## src/rtl/snoopy_pkg.sv

```systemverilog
// Shared types and constants for the snoopy lock client and its arbiter.
package snoopy_pkg;

  localparam int DEF_KEY_WIDTH = 32;
  localparam int DEF_CNT_WIDTH = 16;

  typedef enum logic [2:0] {
    ST_IDLE    = 3'd0,
    ST_REQ     = 3'd1,
    ST_BCAST   = 3'd2,
    ST_COLLECT = 3'd3,
    ST_RELEASE = 3'd4
  } state_t;

  // Ceiling log2, also used to size the arbiter's grant index.
  function automatic int log2_ceil(input int value);
    int result;
    result = 0;
    while ((1 << result) < value) begin
      result = result + 1;
    end
    return result;
  endfunction

endpackage

```

## src/rtl/snoopy_key_matcher.sv

```systemverilog
// Registered snoop comparator: flags a broadcast that matches the key this client holds.
module snoopy_key_matcher
  import snoopy_pkg::*;
#(
  parameter int KEY_WIDTH = DEF_KEY_WIDTH
) (
  input  logic                 clk,
  input  logic                 reset_n,
  input  logic                 snoop_valid,
  input  logic [KEY_WIDTH-1:0] snoop_key,
  input  logic                 held_valid,
  input  logic [KEY_WIDTH-1:0] held_key,
  output logic                 snoop_hit
);

  always_ff @(posedge clk or negedge reset_n) begin
    if (!reset_n) begin
      snoop_hit <= 1'b0;
    end else begin
      snoop_hit <= snoop_valid & held_valid & (snoop_key == held_key);
    end
  end

endmodule

```

## src/rtl/snoopy_lock_client.sv

```systemverilog
// Per-processor lock requester: arbitrates for the snoopy bus, broadcasts its key,
// collects hits from the other clients and grants or refuses the lock.
module snoopy_lock_client
  import snoopy_pkg::*;
#(
  parameter int KEY_WIDTH = DEF_KEY_WIDTH,
  parameter int CNT_WIDTH = DEF_CNT_WIDTH
) (
  input  logic                 clk,
  input  logic                 reset_n,
  input  logic                 lock_req,
  input  logic [KEY_WIDTH-1:0] lock_key,
  input  logic                 unlock_req,
  output logic                 lock_ack,
  output logic                 lock_nack,
  output logic                 unlock_ack,
  output logic                 held_valid,
  output logic [KEY_WIDTH-1:0] held_key,
  output logic                 snoopy_bus_request,
  input  logic                 snoopy_bus_grant,
  output logic                 snoopy_bus_release,
  output logic                 bus_valid_out,
  output logic [KEY_WIDTH-1:0] bus_key_out,
  input  logic                 snoop_valid,
  input  logic [KEY_WIDTH-1:0] snoop_key,
  output logic                 snoop_hit,
  input  logic                 snoop_hit_in,
  output logic [CNT_WIDTH-1:0] nack_count,
  output logic [CNT_WIDTH-1:0] ack_count
);

  state_t               state_reg, state_next;
  logic [KEY_WIDTH-1:0] key_reg, key_next;
  logic                 held_valid_reg, held_valid_next;
  logic [KEY_WIDTH-1:0] held_key_reg, held_key_next;
  logic                 lock_ack_reg, lock_ack_next;
  logic                 lock_nack_reg, lock_nack_next;
  logic                 unlock_ack_reg, unlock_ack_next;
  logic [CNT_WIDTH-1:0] ack_count_reg, ack_count_next;
  logic [CNT_WIDTH-1:0] nack_count_reg, nack_count_next;

  always_ff @(posedge clk or negedge reset_n) begin
    if (!reset_n) begin
      state_reg      <= ST_IDLE;
      key_reg        <= '0;
      held_valid_reg <= 1'b0;
      held_key_reg   <= '0;
      lock_ack_reg   <= 1'b0;
      lock_nack_reg  <= 1'b0;
      unlock_ack_reg <= 1'b0;
      ack_count_reg  <= '0;
      nack_count_reg <= '0;
    end else begin
      state_reg      <= state_next;
      key_reg        <= key_next;
      held_valid_reg <= held_valid_next;
      held_key_reg   <= held_key_next;
      lock_ack_reg   <= lock_ack_next;
      lock_nack_reg  <= lock_nack_next;
      unlock_ack_reg <= unlock_ack_next;
      ack_count_reg  <= ack_count_next;
      nack_count_reg <= nack_count_next;
    end
  end

  always_comb begin
    state_next      = state_reg;
    key_next        = key_reg;
    held_valid_next = held_valid_reg;
    held_key_next   = held_key_reg;
    lock_ack_next   = 1'b0;
    lock_nack_next  = 1'b0;
    unlock_ack_next = 1'b0;
    case (state_reg)
      ST_IDLE: begin
        // Unlock wins over a simultaneous lock; unlocking nothing is still acknowledged.
        if (unlock_req) begin
          held_valid_next = 1'b0;
          held_key_next   = '0;
          unlock_ack_next = 1'b1;
        end else if (lock_req) begin
          if (held_valid_reg) begin
            lock_nack_next = 1'b1;
          end else begin
            key_next   = lock_key;
            state_next = ST_REQ;
          end
        end
      end
      ST_REQ: begin
        if (snoopy_bus_grant) begin
          state_next = ST_BCAST;
        end
      end
      ST_BCAST: begin
        state_next = ST_COLLECT;
      end
      ST_COLLECT: begin
        if (snoop_hit_in) begin
          lock_nack_next = 1'b1;
        end else begin
          held_valid_next = 1'b1;
          held_key_next   = key_reg;
          lock_ack_next   = 1'b1;
        end
        state_next = ST_RELEASE;
      end
      ST_RELEASE: begin
        state_next = ST_IDLE;
      end
      default: begin
        state_next = ST_IDLE;
      end
    endcase
  end

  // Counters advance in the same cycle their pulse becomes visible and stick at all-ones.
  always_comb begin
    ack_count_next  = ack_count_reg;
    nack_count_next = nack_count_reg;
    if (lock_ack_next && (ack_count_reg != '1)) begin
      ack_count_next = ack_count_reg + CNT_WIDTH'(1);
    end
    if (lock_nack_next && (nack_count_reg != '1)) begin
      nack_count_next = nack_count_reg + CNT_WIDTH'(1);
    end
  end

  assign snoopy_bus_request = (state_reg == ST_REQ) || (state_reg == ST_BCAST) ||
                              (state_reg == ST_COLLECT);
  assign snoopy_bus_release = (state_reg == ST_RELEASE);
  assign bus_valid_out      = (state_reg == ST_BCAST);
  assign bus_key_out        = (state_reg == ST_BCAST) ? key_reg : '0;

  assign lock_ack   = lock_ack_reg;
  assign lock_nack  = lock_nack_reg;
  assign unlock_ack = unlock_ack_reg;
  assign held_valid = held_valid_reg;
  assign held_key   = held_key_reg;
  assign ack_count  = ack_count_reg;
  assign nack_count = nack_count_reg;

  snoopy_key_matcher #(
    .KEY_WIDTH(KEY_WIDTH)
  ) u_matcher (
    .clk        (clk),
    .reset_n    (reset_n),
    .snoop_valid(snoop_valid),
    .snoop_key  (snoop_key),
    .held_valid (held_valid_reg),
    .held_key   (held_key_reg),
    .snoop_hit  (snoop_hit)
  );

endmodule

```

## config.mk

```make
export PLATFORM = sky130hd
export DESIGN_NAME = snoopy_lock_client
export DESIGN_NICKNAME = d
export VERILOG_FILES = /design/src/rtl/snoopy_pkg.sv /design/src/rtl/snoopy_key_matcher.sv /design/src/rtl/snoopy_lock_client.sv
export SDC_FILE = /design/constraint.sdc
export NUM_CORES = 1
export LEC_CHECK = 0
export BUFFER_PORTS_ARGS = -buffer_cell sky130_fd_sc_hd__buf_2
export CAP_MARGIN = 10
export CELL_PAD_IN_SITES_DETAIL_PLACEMENT = 0
export CELL_PAD_IN_SITES_GLOBAL_PLACEMENT = 1
export CORE_ASPECT_RATIO = 0.75
export CORE_MARGIN = 1
export CORE_UTILIZATION = 26
export CTS_BUF_LIST = sky130_fd_sc_hd__clkbuf_16
export DETAILED_ROUTE_END_ITERATION = 12
export GPL_TIMING_DRIVEN = 0
export HOLD_SLACK_MARGIN = 0.12
export PLACE_DENSITY = 0.57
export SLEW_MARGIN = 30
export SYNTH_ARGS = -nofsm -noshare
export SYNTH_HDL_FRONTEND = slang
export SYNTH_SLANG_ARGS = --single-unit
```

## constraint.sdc

```tcl
create_clock -name clk -period 4.12 [get_ports clk]
set_input_delay 0.206 -clock clk [delete_from_list [all_inputs] [get_ports clk]]
set_output_delay 0.206 -clock clk [all_outputs]
set_load 0.05 [all_outputs]
```

==> run metrics <==
# rows=42; first-pass GRT wire length=21.8 mm; synthesized area=4750 µm²; Crit Path Max Fanout=10; syn avg cell area=12.2 µm²; Async SR Flop Fraction=100%; Worst-path clk slew=0.07 ns; Leak=3.37 nW; clock network power share=18.8%; post-route DRC violation count=0; Syn Inst Count=389; slew margin rel.=56.0%; switching portion of total power=46.5%; aggregate global routing overflow=0; Area Growth Syn to Fin=38.5%; port buffer count=174; TNS Setup=0 ns; die height=119 µm; Comb power frac=44.6%; core area=17,800 µm²; CTS tree=done; final hold vios=0; max_cap viols=0; Placer Congestion=0.801; crit path cell chain=nand2b_1, nor2_1, clkbuf_1, and2_1, buf_2; CP peak stage delay=0.47 ns; remaining antenna violation count=0; Worst Path Required=3.91 ns; Setup Buffers After CTS=0; # H-tree levels=3; final wirelength=14.2 mm; register area=2600 µm²; antenna violations before repair=0; Seq/Total Area, Yosys=54.8%; Final setup violation count=0; Seq cells post-synth=104; Num CTS Buffers=9; # fillers=1,829; Worst-Margin Slew=0.660 ns; clk buf depth=2; part of the power in registers=36.6%; dpl cells=806; unrepaired setup endpoints after global routing=false; Ports=175; Setup Skew=0.00705 ns; initial core utilization=26.8%; Layout Nets=681; Net Count, Synth=462; Avg WL per Cell=16.7 µm; DR vias/cell=4.53; Int Pwr=2.45 mW; critical path arrival=2.30 ns; diodes inserted=0; chip width=158 µm; synth warn=0; Netlist cell types=44; Slowest-stage cell, CP=clkbuf_1; Tot GR Track Use=15.5%; final period utilization=60.8%; P_sw=2.13 mW; status=complete, no violations; dpl hpwl=10.5 mm; Critical Path Start Type=flip-flop; final cell count without fillers=854; largest net degree at the start of global routing=68; hold buffer count at CTS=33; power density cells=696 nW/µm²; Peak VDD IR=312 µV; cts repair resizes=0; Multi-input gate area=2080 µm²; share of layout cells above drive strength 1=38.6%; critical path endpoint category=output port; critical setup path kind=reg -> out; worst skew pair latency=0.35 ns; FMAX=399 MHz; DRT Pass-1 Iters=4; hold_ws=0.136 ns; vias in the first global route=3,940; Post-synth EDFFs=0; DR vias=3,871; Most used DFF post-synth=dfrtp_1; Min Clock Period, post-route=2.51 ns; max-slew violation count=0; CTS sink cnt=104; class of the worst hold path=in -> reg; Die Area=18,800 µm²; Root Driver=clkbuf_16; initial DRC count=161
==> cell usage in the layout (no fill, tap or decap), types with 13 or more instances in the layout <==
cell and instances:
buf_2 173, dfrtp_1 104, xor2_1 34, and2_1 33, dlygate4sd3_1 33, a22o_1 32, mux2_2 32, xnor2_1 20
nand2_1 16, nand4_1 15, nor2_1 13, nand3_1 13
==> cell type report <==
class | count | area share [%]
plain buffers | 13 | 0.894
flip-flops and latches | 104 | 39.5
inverters | 3 | 0.171
clock inverters | 6 | 0.932
clock buffers | 9 | 3.42
multi-input cells | 269 | 31.6
well taps | 242 | 4.60
repair buffers | 208 | 18.8
==> power by group through the flow <==
stage | logic, mW | clock network (mW) | registers (mW)
floorplan | 0.969 | 0 | 2.15
global placement | 2.02 | 0 | 1.68
detailed placement | 2.03 | 0 | 1.69
CTS | 2.06 | 0.890 | 1.68
global route | 2.17 | 0.927 | 1.73
finish | 2.04 | 0.861 | 1.67
==> synth_stat cells, types with 2 or more instances <==
| cell type | n | area, µm² |
|---|---|---|
| xor2_1 | 34 | 298 |
| xnor2_1 | 20 | 175 |
| and4_1 | 3 | 26.3 |
| nand3b_1 | 2 | 15.0 |
| clkbuf_1 | 9 | 33.8 |
| nor3_2 | 3 | 30.0 |
| nand3_1 | 13 | 65.1 |
| nor4_2 | 2 | 25.0 |
| buf_1 | 3 | 11.3 |
| a22o_1 | 32 | 280 |
| and2_1 | 33 | 206 |
| nor3_1 | 7 | 35.0 |
| dfrtp_1 | 104 | 2600 |
| nand2_1 | 16 | 60.1 |
| a21oi_1 | 4 | 20.0 |
| and3_1 | 4 | 25.0 |
| nand4_1 | 15 | 93.8 |
| mux2_2 | 32 | 360 |
| nor2_1 | 13 | 48.8 |
| nor4_1 | 6 | 37.5 |
| ha_1 | 2 | 25.0 |
| a31oi_1 | 3 | 18.8 |
| inv_1 | 3 | 11.3 |
| mux2_1 | 2 | 22.5 |
| o21a_1 | 2 | 15.0 |
| nor2b_1 | 4 | 25.0 |
==> stage by stage <==
stage          total power [mW]  utilization [%]  instance area [µm²]  setup slack (ns)
2_1_floorplan              3.12                -                 4750              1.92
3_5_place_dp               3.72             33.6                 5960              1.92
6_report                   4.58             37.1                 6580              1.61
5_1_grt                    4.82             37.1                 6580              1.38
3_3_place_gp               3.70             33.4                 5930              1.56
4_1_cts                    4.63             37.1                 6580              1.53
==> metal layers <==
metal,vias up,track usage (%),wire length [µm]
li1,1837,-,-
met4,0,4.75,215
met5,-,0,0
met1,1906,21.9,6980
met3,14,4.00,789
met2,114,23.1,6270
==> worst paths after layout <==
kind,to,cells after the start,start,slack [ns]
setup / recovery,bus_key_out[21],5,state_reg[0],1.61
hold / removal,unlock_ack,3,unlock_req,0.14
setup reg to reg,u_matcher.snoop_hit,5,held_key[23],1.98
hold reg to reg,nack_count[5],1,nack_count[5],0.51
max in group asynchronous,ack_count[8],3,reset_n,3.16
min in group asynchronous,held_key[28],2,reset_n,0.32
==> kinds of logic (layout without fill, tap and decap cells) <==
kind of cell / after synthesis / in the layout / share of synthesized area [%]
AOI/OAI and AO/OA: 46 / 46 / 7.95
xor gates and xnor gates: 54 / 54 / 9.95
adders and majority gates: 2 / 2 / 0.526
buffers and inverters: 16 / 239 / 1.47
DFF: 104 / 104 / 54.8
muxes: 35 / 35 / 8.37
and+or+nand+nor: 132 / 132 / 17.0
==> critical path, delay by kind of cell (launching register included) <==
family                 cells  cell delay (ns)
DFF                        1             0.46
buffers and inverters      2             0.74
and+or+nand+nor            3             0.73
(Power assumes the default switching activity.)
